File: src/rtl/wb_commit_stage_pkg.sv
// Shared rv32i types for the writeback/commit stage:
// writeback select, load funct3 codes and the queued entry bundle.
package rv32i_types;

   localparam int PKG_XLEN      = 32;
   localparam int PKG_RF_ADDR_W = 5;

   typedef enum logic [2:0] {
      wbsel_ALU,
      wbsel_BR,
      wbsel_UIMM,
      wbsel_PC4,
      wbsel_LOAD
   } wbsel_t;

   localparam logic [2:0] F3_LB  = 3'b000;
   localparam logic [2:0] F3_LH  = 3'b001;
   localparam logic [2:0] F3_LW  = 3'b010;
   localparam logic [2:0] F3_LBU = 3'b100;
   localparam logic [2:0] F3_LHU = 3'b101;

   typedef enum logic [1:0] {
      ST_IDLE,
      ST_WAIT_MEM,
      ST_COMMIT
   } wb_state_t;

   typedef struct packed {
      wbsel_t                   sel;
      logic [PKG_RF_ADDR_W-1:0] rd;
      logic [2:0]               funct3;
      logic [1:0]               addr_lo;
      logic [PKG_XLEN-1:0]      alu;
      logic                     br_en;
      logic [PKG_XLEN-1:0]      u_imm;
      logic [PKG_XLEN-1:0]      pc;
   } wb_entry_t;

endpackage

File: src/rtl/wb_commit_stage_fifo.sv
// wb_entry_fifo: DEPTH-entry ring of pending writeback entries.
// Pointers wrap naturally because DEPTH is a power of two.
module wb_entry_fifo
   import rv32i_types::*;
#(
   parameter int DEPTH = 4
) (
   input  logic                         clk,
   input  logic                         rst,
   input  logic                         push,
   input  wb_entry_t                    push_data,
   input  logic                         pop,
   input  logic                         flush,
   output wb_entry_t                    head,
   output logic                         full,
   output logic                         empty,
   output logic [$clog2(DEPTH+1)-1:0]   count
);

   localparam int AW = $clog2(DEPTH);
   localparam int CW = $clog2(DEPTH+1);

   wb_entry_t     mem_q [DEPTH];
   wb_entry_t     mem_d [DEPTH];
   logic [AW-1:0] wr_ptr_q, wr_ptr_d;
   logic [AW-1:0] rd_ptr_q, rd_ptr_d;
   logic [CW-1:0] count_q, count_d;

   always_comb begin
      mem_d    = mem_q;
      wr_ptr_d = wr_ptr_q;
      rd_ptr_d = rd_ptr_q;
      count_d  = count_q;
      if (flush) begin
         wr_ptr_d = '0;
         rd_ptr_d = '0;
         count_d  = '0;
      end else begin
         if (push) begin
            mem_d[wr_ptr_q] = push_data;
            wr_ptr_d        = wr_ptr_q + AW'(1);
         end
         if (pop) begin
            rd_ptr_d = rd_ptr_q + AW'(1);
         end
         case ({push, pop})
            2'b10:   count_d = count_q + CW'(1);
            2'b01:   count_d = count_q - CW'(1);
            default: count_d = count_q;
         endcase
      end
   end

   always_ff @(posedge clk or negedge rst) begin
      if (!rst) begin
         mem_q    <= '{default: '0};
         wr_ptr_q <= '0;
         rd_ptr_q <= '0;
         count_q  <= '0;
      end else begin
         mem_q    <= mem_d;
         wr_ptr_q <= wr_ptr_d;
         rd_ptr_q <= rd_ptr_d;
         count_q  <= count_d;
      end
   end

   assign head  = mem_q[rd_ptr_q];
   assign full  = (count_q == CW'(DEPTH));
   assign empty = (count_q == '0);
   assign count = count_q;

endmodule

File: src/rtl/wb_commit_stage.sv
// wb_commit_stage: buffered writeback/commit after MEM.
// Queues completed ops, waits on load data, drives RF write and forwarding.
module wb_commit_stage
   import rv32i_types::*;
#(
   parameter int XLEN      = PKG_XLEN,
   parameter int DEPTH     = 4,
   parameter int RF_ADDR_W = PKG_RF_ADDR_W,
   parameter int CNT_W     = 32
) (
   input  logic                 clk,
   input  logic                 rst,
   input  logic                 flush,
   input  logic                 in_valid,
   output logic                 in_ready,
   input  wbsel_t               in_sel,
   input  logic [RF_ADDR_W-1:0] in_rd,
   input  logic [2:0]           in_funct3,
   input  logic [1:0]           in_addr_lo,
   input  logic [XLEN-1:0]      in_alu,
   input  logic                 in_br_en,
   input  logic [XLEN-1:0]      in_u_imm,
   input  logic [XLEN-1:0]      in_pc,
   input  logic                 mem_resp,
   input  logic [31:0]          mem_rdata,
   output logic                 rf_we,
   output logic [RF_ADDR_W-1:0] rf_rd,
   output logic [XLEN-1:0]      rf_wdata,
   output logic                 fwd_valid,
   output logic [RF_ADDR_W-1:0] fwd_rd,
   output logic [XLEN-1:0]      fwd_data,
   output logic [CNT_W-1:0]     retire_count,
   output logic                 busy
);

   localparam int CW = $clog2(DEPTH+1);

   wb_state_t            state_q, state_d;
   wb_entry_t            in_entry, head;
   logic                 full, empty, push, pop;
   logic [CW-1:0]        fifo_count;
   logic [7:0]           ld_byte;
   logic [15:0]          ld_half;
   logic [XLEN-1:0]      load_val, wb_val;
   logic                 rf_we_q, rf_we_d;
   logic [RF_ADDR_W-1:0] rf_rd_q, rf_rd_d;
   logic [XLEN-1:0]      rf_wdata_q, rf_wdata_d;
   logic [CNT_W-1:0]     retire_q, retire_d;

   assign in_ready = !full;
   assign push     = in_valid && in_ready && !flush;

   assign in_entry = '{
      sel:     in_sel,
      rd:      in_rd,
      funct3:  in_funct3,
      addr_lo: in_addr_lo,
      alu:     in_alu,
      br_en:   in_br_en,
      u_imm:   in_u_imm,
      pc:      in_pc
   };

   wb_entry_fifo #(
      .DEPTH(DEPTH)
   ) u_fifo (
      .clk       (clk),
      .rst       (rst),
      .push      (push),
      .push_data (in_entry),
      .pop       (pop),
      .flush     (flush),
      .head      (head),
      .full      (full),
      .empty     (empty),
      .count     (fifo_count)
   );

   assign ld_byte = mem_rdata[{head.addr_lo, 3'b000} +: 8];
   assign ld_half = mem_rdata[{head.addr_lo[1], 4'b0000} +: 16];

   always_comb begin
      load_val = XLEN'($signed(mem_rdata));
      unique case (1'b1)
         (head.funct3 == F3_LB):  load_val = XLEN'($signed(ld_byte));
         (head.funct3 == F3_LBU): load_val = XLEN'(ld_byte);
         (head.funct3 == F3_LH):  load_val = XLEN'($signed(ld_half));
         (head.funct3 == F3_LHU): load_val = XLEN'(ld_half);
         (head.funct3 == F3_LW):  load_val = XLEN'($signed(mem_rdata));
         default:                 load_val = XLEN'($signed(mem_rdata));
      endcase
   end

   always_comb begin
      wb_val = head.alu;
      unique case (head.sel)
         wbsel_ALU:  wb_val = head.alu;
         wbsel_BR:   wb_val = {{(XLEN-1){1'b0}}, head.br_en};
         wbsel_UIMM: wb_val = head.u_imm;
         wbsel_PC4:  wb_val = head.pc + XLEN'(4);
         wbsel_LOAD: wb_val = load_val;
         default:    wb_val = head.alu;
      endcase
   end

   always_ff @(posedge clk or negedge rst) begin
      if (!rst) begin
         state_q <= ST_IDLE;
      end else begin
         state_q <= state_d;
      end
   end

   // COMMIT re-dispatches the new head so non-loads retire every cycle
   always_comb begin
      state_d = state_q;
      if (flush) begin
         state_d = ST_IDLE;
      end else begin
         unique case (state_q)
            ST_WAIT_MEM: if (mem_resp) state_d = ST_COMMIT;
            default: begin
               if (empty)                     state_d = ST_IDLE;
               else if (head.sel == wbsel_LOAD) state_d = ST_WAIT_MEM;
               else                           state_d = ST_COMMIT;
            end
         endcase
      end
   end

   always_comb begin
      pop = 1'b0;
      if (!flush) begin
         unique case (state_q)
            ST_WAIT_MEM: pop = mem_resp;
            default:     pop = !empty && (head.sel != wbsel_LOAD);
         endcase
      end
      rf_we_d    = pop && (head.rd != '0);
      rf_rd_d    = pop ? head.rd : rf_rd_q;
      rf_wdata_d = pop ? wb_val : rf_wdata_q;
      retire_d   = pop ? retire_q + CNT_W'(1) : retire_q;
   end

   always_ff @(posedge clk or negedge rst) begin
      if (!rst) begin
         rf_we_q    <= 1'b0;
         rf_rd_q    <= '0;
         rf_wdata_q <= '0;
         retire_q   <= '0;
      end else begin
         rf_we_q    <= rf_we_d;
         rf_rd_q    <= rf_rd_d;
         rf_wdata_q <= rf_wdata_d;
         retire_q   <= retire_d;
      end
   end

   assign rf_we        = rf_we_q && !flush;
   assign rf_rd        = rf_rd_q;
   assign rf_wdata     = rf_wdata_q;
   assign fwd_valid    = rf_we;
   assign fwd_rd       = rf_rd;
   assign fwd_data     = rf_wdata;
   assign retire_count = retire_q;
   assign busy         = (fifo_count != '0) || (state_q != ST_IDLE);

endmodule

File: config.mk
export PLATFORM = sky130hd
export DESIGN_NAME = wb_commit_stage
export DESIGN_NICKNAME = d
export VERILOG_FILES = /design/src/rtl/wb_commit_stage_pkg.sv /design/src/rtl/wb_commit_stage_fifo.sv /design/src/rtl/wb_commit_stage.sv
export SDC_FILE = /design/constraint.sdc
export NUM_CORES = 1
export LEC_CHECK = 0
export ABC_CLOCK_PERIOD_IN_PS = 3250
export BUFFER_PORTS_ARGS = -buffer_cell sky130_fd_sc_hd__buf_2
export CORE_ASPECT_RATIO = 1.5
export CORE_MARGIN = 4
export CORE_UTILIZATION = 43
export CTS_CLUSTER_DIAMETER = 50
export DETAILED_ROUTE_END_ITERATION = 7
export PLACE_DENSITY = 0.72
export RECOVER_POWER = 100
export SYNTH_ARGS = -nofsm -noshare
export SYNTH_HDL_FRONTEND = slang
export SYNTH_SLANG_ARGS = --single-unit
File: constraint.sdc
create_clock -name clk -period 3.25 [get_ports clk]
set_input_delay 0.65 -clock clk [delete_from_list [all_inputs] [get_ports clk]]
set_output_delay 0.65 -clock clk [all_outputs]
set_load 0.03 [all_outputs]
==> impl_metrics.toml <==
[finish]
drive_above_1_share_pct = 42.16
layout.cells.non_filler = 2828
fin_nets = 2168
final_cell_mix = "dfrtp_1 (517), mux2_2 (450), buf_2 (145)"
final_common_cell = "dfrtp_1"
regArea_sq_um = 13000
syn_to_final_growth_pct = 14.95
nFillCells = 4979
multiInputGateArea_sq_um = 10810
final_util_pct = 49.80

[pwr]
p_per_area_nw_per_um2 = 1084
power_frac_comb_pct = 44.3
p_sw_share_pct = 38.76
p_total_mw = 30.65
p_switching_mw = 11.88
seqPwrFrac_pct = 36.0
irDropWorstVdd_v = 0.0004326
internal_power_mw = 18.77
p_leak_nw = 12.33
p_clk_share_pct = 19.7

[timing]
fin_ws_ns = 0.1609
tns_ns = 0
timing.final.hold_violations = 0
setup_violations = 0
fin_crit_ns = 3.089
rsz0062_at_grt = "no"
skew_ns = 0.01625
drv_slew = 87
fmaxAchievable_ghz = 0.3237
post-route-period-util_pct = 95.05
worst_pin_slew_ns = 2.076
slew_headroom_pct = -38.40

[yosys]
synthCells = 1772
synth_area_per_cell_sq_um = 13.88
synth_area_leaders = "dfrtp_1 (53%), mux2_2 (21%), mux4_2 (10%)"
synth_ff_type = "dfrtp_1"
synth_nets = 1926
synth_top_area_cell = "dfrtp_1"
syn-cell-area_sq_um = 24590
yosysTopAreaCellShare_pct = 52.81
synth_cell_type_count = 62
ys_warn_count = 0
ys_ff_latch = 519
ys_seq_area_share_pct = 52.81
synth-edff-count = 0
synthArstFlopShare_pct = 100.0

[global_route]
grt_pass1_vias = 17200
antenna_found_initial = 23
grt_pass1_wl_um = 107700
grt_max_degree = 105
overflow = 0
track_usage_pct = 22.75

[clock_network]
cts.clk_slew.worst_paths_ns = 0.06
cts.sinks = 519
insertion_delay_ns = 0.58
cts_hold_buf = 0
cts_tree = "built"
cts_root_buffer = "clkbuf_16"
cts_buffers = 49
clockBufferDepth = 3
cts_max_level = 2

[setup_path]
crit_path_end_kind = "register"
cp_num_buf_inv = 2
crit_path_top_delay_cell = "mux4_2"
required_ns = 3.67
max_stage_delay_ns = 0.62
critPathKind = "register to register"
startpoint_type = "register"
crit_family = "multiplexers"
cp_max_fo = 25
path_cells = "buf_12, mux4_2, ha_1, nand4_1, nor3_1, buf_4, and4_1, o21ai_0, a21oi_1"
cp.arrival_ns = 3.51

[floorplan]
fp.dieArea_sq_um = 61160
die_w_um = 203.3
num_rows = 107
ioPinCount = 257
die_y_um = 300.9
initial_utilization_pct = 43.33
core_area_sq_um = 56760

[hold_path]
hold_path.class = "input pin to async pin"

[place]
dp_hpwl_um = 51850
numPortBuffers = 256
dp_cells = 2724
place_congestion = 0.9286
post-place-ws_ns = 0.1337

[run_status]
outcome = "complete, but fails checks"
violations = "max-capacitance violations, max-slew violations"

[routing]
dr.first_iter.drc_count = 966
avgViaCountPerCell = 5.803
wl_um = 70670
firstDrtPassIters = 5
ant_nets = 0
vias = 16410
wl_per_cell_um = 24.99
drc = 0

[flow_run]
maxCapViolCount = 2
[worst reg2reg max path, stage by stage (launching register included)]
cell	delay [ns]
dfrtp_4	0.53
buf_12	0.25
mux4_2	0.66
ha_1	0.28
nand4_1	0.14
nor3_1	0.08
buf_4	0.18
and4_1	0.20
o21ai_0	0.48
a21oi_1	0.14
[cells in the mapped netlist, types with 6 or more instances]
cell and n:
a21oi_1 61, a22o_1 9, a31oi_1 14, and3_1 8, and4_1 7, buf_2 20
buf_4 43, clkbuf_1 79, dfrtp_1 519, ha_1 6, inv_1 11, mux2_2 450
mux2i_1 16, mux4_2 109, nand2_1 72, nand2b_1 7, nand3_1 29, nand4_1 21
nor2_1 53, nor3_1 15, o211ai_1 9, o21ai_0 50, o221ai_1 13, o22ai_1 29
xnor2_1 30, xor2_1 21
[routing by layer]
layer	vias up	wire, um	global-route usage, %
met5	-	92	0
li1	7063	-	-
met3	141	4341	4.503
met1	8652	26600	27.58
met4	16	2180	6.894
met2	538	37460	41.00
[final cells by class]
cell class | count | share of cell area (%)
Sequential cell | 519 | 45.97
Multi-Input combinational cell | 1093 | 38.25
Timing Repair Buffer | 339 | 6.094
Clock buffer | 72 | 5.253
Tap cell | 763 | 3.377
Clock inverter | 19 | 0.8055
Inverter | 12 | 0.1593
Antenna cell | 11 | 0.09737
[flip-flops by register name, summed over array words and instances, names as in the netlist]
| name | cells |
|---|---|
| u_fifo.mem_q | 440 |
| fwd_data | 32 |
| retire_count | 32 |
| fwd_rd | 5 |
| u_fifo.count | 3 |
| state_q | 2 |
| u_fifo.rd_ptr_q | 2 |
| u_fifo.wr_ptr_q | 2 |
| rf_we_q | 1 |
[stage by stage]
step | area [sq um] | hold slack [ns]
5_1_grt | 28260 | 0.2022
3_5_place_dp | 26990 | 0.4779
6_report | 28270 | 0.1472
2_1_floorplan | 24590 | 0.3544
3_3_place_gp | 26990 | 0.4710
4_1_cts | 28710 | 0.1852
[cell families (layout without fill, tap and decap cells)]
kind of cell / count (synthesis) / after routing / synth area share (%)
mux: 575 / 575 / 31.24
fa+ha+maj: 7 / 7 / 0.3866
buf+inv: 160 / 442 / 3.261
other cells: 0 / 11 / 0
simple gates: 243 / 243 / 4.935
xor+xnor: 51 / 51 / 1.816
flops: 519 / 519 / 52.81
compound gates: 217 / 217 / 5.556
[what timing repair did]
item | 4_1_cts | 5_1_grt
buffers inserted | 0 | 2
gates resized for setup | 0 | 1
setup endpoints to repair | 0 | 2
[final timing paths]
check                      cells past startpoint  slack, ns                end                from
setup / recovery                               9       0.16       fwd_data[22]  u_fifo.rd_ptr_q[0]
hold / removal                                 1       0.15  u_fifo.mem_q[315]                 rst
setup reg to reg                               9       0.16       fwd_data[22]  u_fifo.rd_ptr_q[0]
hold reg to reg                                1       0.49   retire_count[10]    retire_count[10]
max in group asynchronous                      2       0.56       fwd_data[24]                 rst
min in group clk                               2       0.35  u_fifo.mem_q[193]          in_alu[18]
[power by group through the flow]
stage          Combinational (mW)  Clock (mW)  Sequential, mW
2_1_floorplan                9.32           0            10.8
3_3_place_gp                 13.5           0            10.9
3_5_place_dp                 13.7           0            11.1
4_1_cts                      13.8        6.14            11.0
5_1_grt                      14.4        6.41            11.3
6_report                     13.6        6.03            11.0
Note: power is estimated with default switching activity, not from simulation.
